File: config.mk
export PLATFORM = sky130hd
export DESIGN_NAME = reg_pipeline
export DESIGN_NICKNAME = d
export VERILOG_FILES = /design/src/rtl/reg_pipeline.sv
export SDC_FILE = /design/constraint.sdc
export NUM_CORES = 1
export LEC_CHECK = 0
export ABC_AREA = 1
export ABC_CLOCK_PERIOD_IN_PS = 1550
export BUFFER_PORTS_ARGS = -buffer_cell sky130_fd_sc_hd__buf_4
export CORE_MARGIN = 2
export CORE_UTILIZATION = 54
export DETAILED_ROUTE_END_ITERATION = 6
export PLACE_DENSITY = 0.91
export SYNTH_ARGS = -nofsm -noshare
export SYNTH_HDL_FRONTEND = slang
export SYNTH_SLANG_ARGS = --single-unit
export TNS_END_PERCENT = 50
File: constraint.sdc
create_clock -name clk -period 1.55 [get_ports clk]
set_clock_uncertainty 0.1 [all_clocks]
set_input_delay 0.31 -clock clk [delete_from_list [all_inputs] [get_ports clk]]
set_output_delay 0.31 -clock clk [all_outputs]
set_load 0.03 [all_outputs]
File: src/rtl/reg_pipeline.sv
// Elastic valid/ready register pipeline with bubble collapsing, back-pressure and flush.
// Define REG_PIPELINE_COUNT_EN to add the registered occupancy output `count`.
module reg_pipeline #(
  parameter int WIDTH  = 64,
  parameter int STAGES = 2,
  parameter int CW     = $clog2(STAGES+1)
) (
  input  logic             clk,
  input  logic             reset,
  input  logic             in_valid,
  output logic             in_ready,
  input  logic [WIDTH-1:0] data_in,
  output logic             out_valid,
  input  logic             out_ready,
  output logic [WIDTH-1:0] data_out,
  input  logic             flush
`ifdef REG_PIPELINE_COUNT_EN
  ,
  output logic [CW-1:0]    count
`endif
);

  logic [STAGES-1:0] vld_p;
  logic [WIDTH-1:0]  data_p [STAGES];
  logic [STAGES-1:0] rdy;

  // A stage may load when it is empty or its successor can take its contents.
  always_comb begin
    logic r;
    rdy = '0;
    r   = !vld_p[STAGES-1] || out_ready;
    rdy[STAGES-1] = r;
    for (int i = STAGES-2; i >= 0; i--) begin
      r      = !vld_p[i] || r;
      rdy[i] = r;
    end
  end

  assign in_ready  = rdy[0] && !flush;
  assign out_valid = vld_p[STAGES-1];
  assign data_out  = data_p[STAGES-1];

  // ---- stage registers ----
  always_ff @(posedge clk or negedge reset) begin
    if (!reset) begin
      vld_p <= '0;
      for (int i = 0; i < STAGES; i++) data_p[i] <= '0;
    end else if (flush) begin
      vld_p <= '0;
    end else begin
      if (rdy[0]) begin
        vld_p[0] <= in_valid;
        if (in_valid) data_p[0] <= data_in;
      end
      for (int i = 1; i < STAGES; i++) begin
        if (rdy[i]) begin
          vld_p[i] <= vld_p[i-1];
          if (vld_p[i-1]) data_p[i] <= data_p[i-1];
        end
      end
    end
  end

`ifdef REG_PIPELINE_COUNT_EN
  logic in_hs, out_hs;
  assign in_hs  = in_valid && in_ready;
  assign out_hs = out_valid && out_ready;

  // ---- occupancy counter ----
  always_ff @(posedge clk or negedge reset) begin
    if (!reset) begin
      count <= '0;
    end else if (flush) begin
      count <= '0;
    end else if (in_hs && !out_hs) begin
      count <= count + CW'(1);
    end else if (out_hs && !in_hs) begin
      count <= count - CW'(1);
    end
  end
`endif

endmodule

==> impl_metrics.py <==
metrics = {
    "die": {
        "die_x_um": 108,
        "ioPinCount": 135,
        "die_y_um": 108,
        "placementRows": 38,
        "core-area_um2": 10700,
        "initial_utilization_pct": 54.6,
        "fp.dieArea_um2": 11700,
    },
    "worst_setup_path": {
        "cp_max_fo": 2,
        "reg2reg_to": "data_p[88]",
        "r2r_cells": 7,
        "cp-start-kind": "register",
        "critPathCaptureType": "output pin",
        "path_cells": "nand3_2, nand2_2, inv_2, buf_6",
        "critPathArrivalTime_ns": 1.28,
        "rrSetupSlack_ns": 0.02,
        "worst_ep_required_time_ns": 1.14,
        "critical_path_class": "reg2out",
        "cp-startpoint": "vld_p[1]",
        "crit_path_max_incr_delay_ns": 0.41,
        "cp-endpoint": "in_ready",
        "r2r-start": "vld_p[1]",
        "slowest_stage": "dfrtp_1",
    },
    "sta": {
        "grt_setup_unrepaired": "yes",
        "tightest_slew_ns": 0.402,
        "hold_viol_final": 0,
        "finalSetupViolations": 2,
        "layout_setup_ws_ns": -0.141,
        "finalCritPeriodShare_pct": 109,
        "timing.slew.headroom_pct": 73.2,
        "max_freq_mhz": 591,
        "hold_ws_ns": 0.0269,
        "final_period_minus_worst_setup_slack_ns": 1.69,
        "drv_slew": 0,
    },
    "final_layout": {
        "drive_above_1_share_pct": 23.9,
        "nNetsFinal": 830,
        "fillers": 747,
        "layout_commonest_cell": "nand2_1",
        "antennaDiodeCount": 0,
        "mostFrequentLayoutCells": "nand2_1 (255), buf_4 (138), dfrtp_1 (130)",
        "area_growth_pct": 29.7,
    },
    "drt": {
        "drtPass1Iterations": 5,
        "ant_nets": 0,
        "vias": 4707,
        "drc": 0,
        "wl_um": 13700,
        "wl_per_cell_um": 15.0,
        "dr.first_iter.drc_count": 475,
        "post_drt_via_cell_ratio": 5.15,
    },
    "cts": {
        "htree_levels": 4,
        "cts_tree": "built",
        "clk_path_buf_depth": 2,
        "clock_latency_ns": 0.51,
        "cts.sinks": 130,
        "cts-root-buf": "clkbuf_8",
        "cts_buffers": 17,
        "clkTransAtPathRegs_ns": 0.06,
    },
    "global_routing": {
        "grt_overflow_total": 0,
        "antenna_found_initial": 0,
        "grt_max_degree": 66,
        "grt_pass1_wl_um": 22100,
        "grt_pass1_vias": 4605,
        "grt_usage_pct": 24.8,
    },
    "synth": {
        "synth_top_cell_area_share_pct": 55.4,
        "syn_inst": 632,
        "yosysWarnings": 0,
        "ys_seq_area_share_pct": 55.4,
        "synth_area_um2": 5870,
        "synth_seq_cells": 130,
        "synth_area_leaders": "dfrtp_1 (55%), nand2_1 (16%), nand3_1 (11%)",
        "synth_cell_types": 14,
        "syn_nets": 701,
        "synth_area_leader_cell": "dfrtp_1",
        "avgSynthCellArea_um2": 9.29,
    },
    "run_status": {
        "violations": "negative setup slack",
        "status": "finished, violations left",
    },
    "flow_run": {
        "drv_cap": 0,
    },
    "power": {
        "switching_power_mw": 3.19,
        "clkPwrFrac_pct": 38.9,
        "pwr-share-comb_pct": 21.7,
        "power.share.switching_pct": 29.1,
        "ir_drop_mv": 0.663,
        "cellLeakagePower_nw": 4.11,
        "p_seq_share_pct": 39.5,
        "cellPowerDensity_nw_per_um2": 1440,
        "p_int_mw": 7.77,
    },
    "min_path": {
        "hp-class": "in2reg",
    },
    "placement": {
        "gp_congestion": 0.786,
        "hpwl_um": 7770,
        "port_buffers": 134,
        "dp_worst_setup_slack_ns": 0.178,
    },
}
-- sequential cells by signal, indices dropped and copies added, names as in the netlist --
signal / flops
data_out: 64
data_p: 64
vld_p: 2
-- per-layer routing --
layer	track usage, %	wire length, µm
met5	0	0
met4	10.3	349
met3	5.18	830
met2	42.8	7070
met1	30.5	5440
-- cell usage after synthesis, drive strengths merged --
master,n
nor2,2
nand3,129
inv,5
buf,99
clkbuf,5
a21oi,2
dfrtp,130
nand2,260
-- through the flow --
stage / total power, mW / TNS, ns / instance area, µm² / std cells / util, %
floorplan: 6.14 / 0 / 5870 / 632 / -
global placement: 6.48 / 0 / 6280 / 813 / 58.4
detailed placement: 6.57 / 0 / 6280 / 813 / 58.4
CTS: 11.0 / -0.174 / 7590 / 913 / 70.7
global route: 11.4 / -0.499 / 7610 / 914 / 70.9
finish: 11.0 / -0.212 / 7610 / 914 / 70.9
-- what timing repair did --
action | in CTS | in global routing
endpoints found under the hold margin | 196 | 0
gates resized for setup | 2 | 5
cloned | 0 | 0
buffers inserted | 2 | 1
pin swaps | 1 | 1
hold buffers | 66 | 0
setup endpoints to repair | 1 | 3
-- worst max-delay path, delay by kind of cell, from the launching register on --
kind	cells	cell delay (ns)
simple gates	2	0.18
flops	1	0.41
buf+inv	2	0.18
-- cell type report --
class	instances	area (µm²)	share of cell area (%)
repair buffers	214	1860	24.4
flip-flops and latches	130	3250	42.7
inverters	5	18.8	0.246
multi-input cells	393	1670	22.0
well taps	140	175	2.30
clock inverters	9	178	2.33
clock buffers	23	457	6.00
-- cell families (layout without fill, tap and decap cells) --
group | after synthesis | in the layout | share of synthesized area (%)
DFF | 130 | 130 | 55.4
and+or+nand+nor | 391 | 391 | 28.0
AOI/OAI and AO/OA | 2 | 2 | 0.171
buffers and inverters | 109 | 251 | 16.4
-- power by group through the flow --
| stage | combinational (mW) | clock [mW] | sequential [mW] |
|---|---|---|---|
| 5_1_grt | 2.57 | 4.47 | 4.39 |
| 3_3_place_gp | 2.15 | 0 | 4.33 |
| 4_1_cts | 2.36 | 4.33 | 4.31 |
| 3_5_place_dp | 2.21 | 0 | 4.36 |
| 6_report | 2.38 | 4.26 | 4.33 |
| 2_1_floorplan | 1.89 | 0 | 4.25 |
-- how the worst min path moves through the flow --
stage	start	end	slack, ns	cells after the start
4_1_cts	in_valid	vld_p[0]	0.02	3
5_1_grt	in_valid	vld_p[0]	0.02	3
2_1_floorplan	reset	data_out[0]	-0.09	0
3_5_place_dp	reset	data_out[39]	0.14	1
3_3_place_gp	reset	data_out[39]	0.14	1
6_report	in_valid	vld_p[0]	0.03	3
Power figures use the tool's default switching activity.
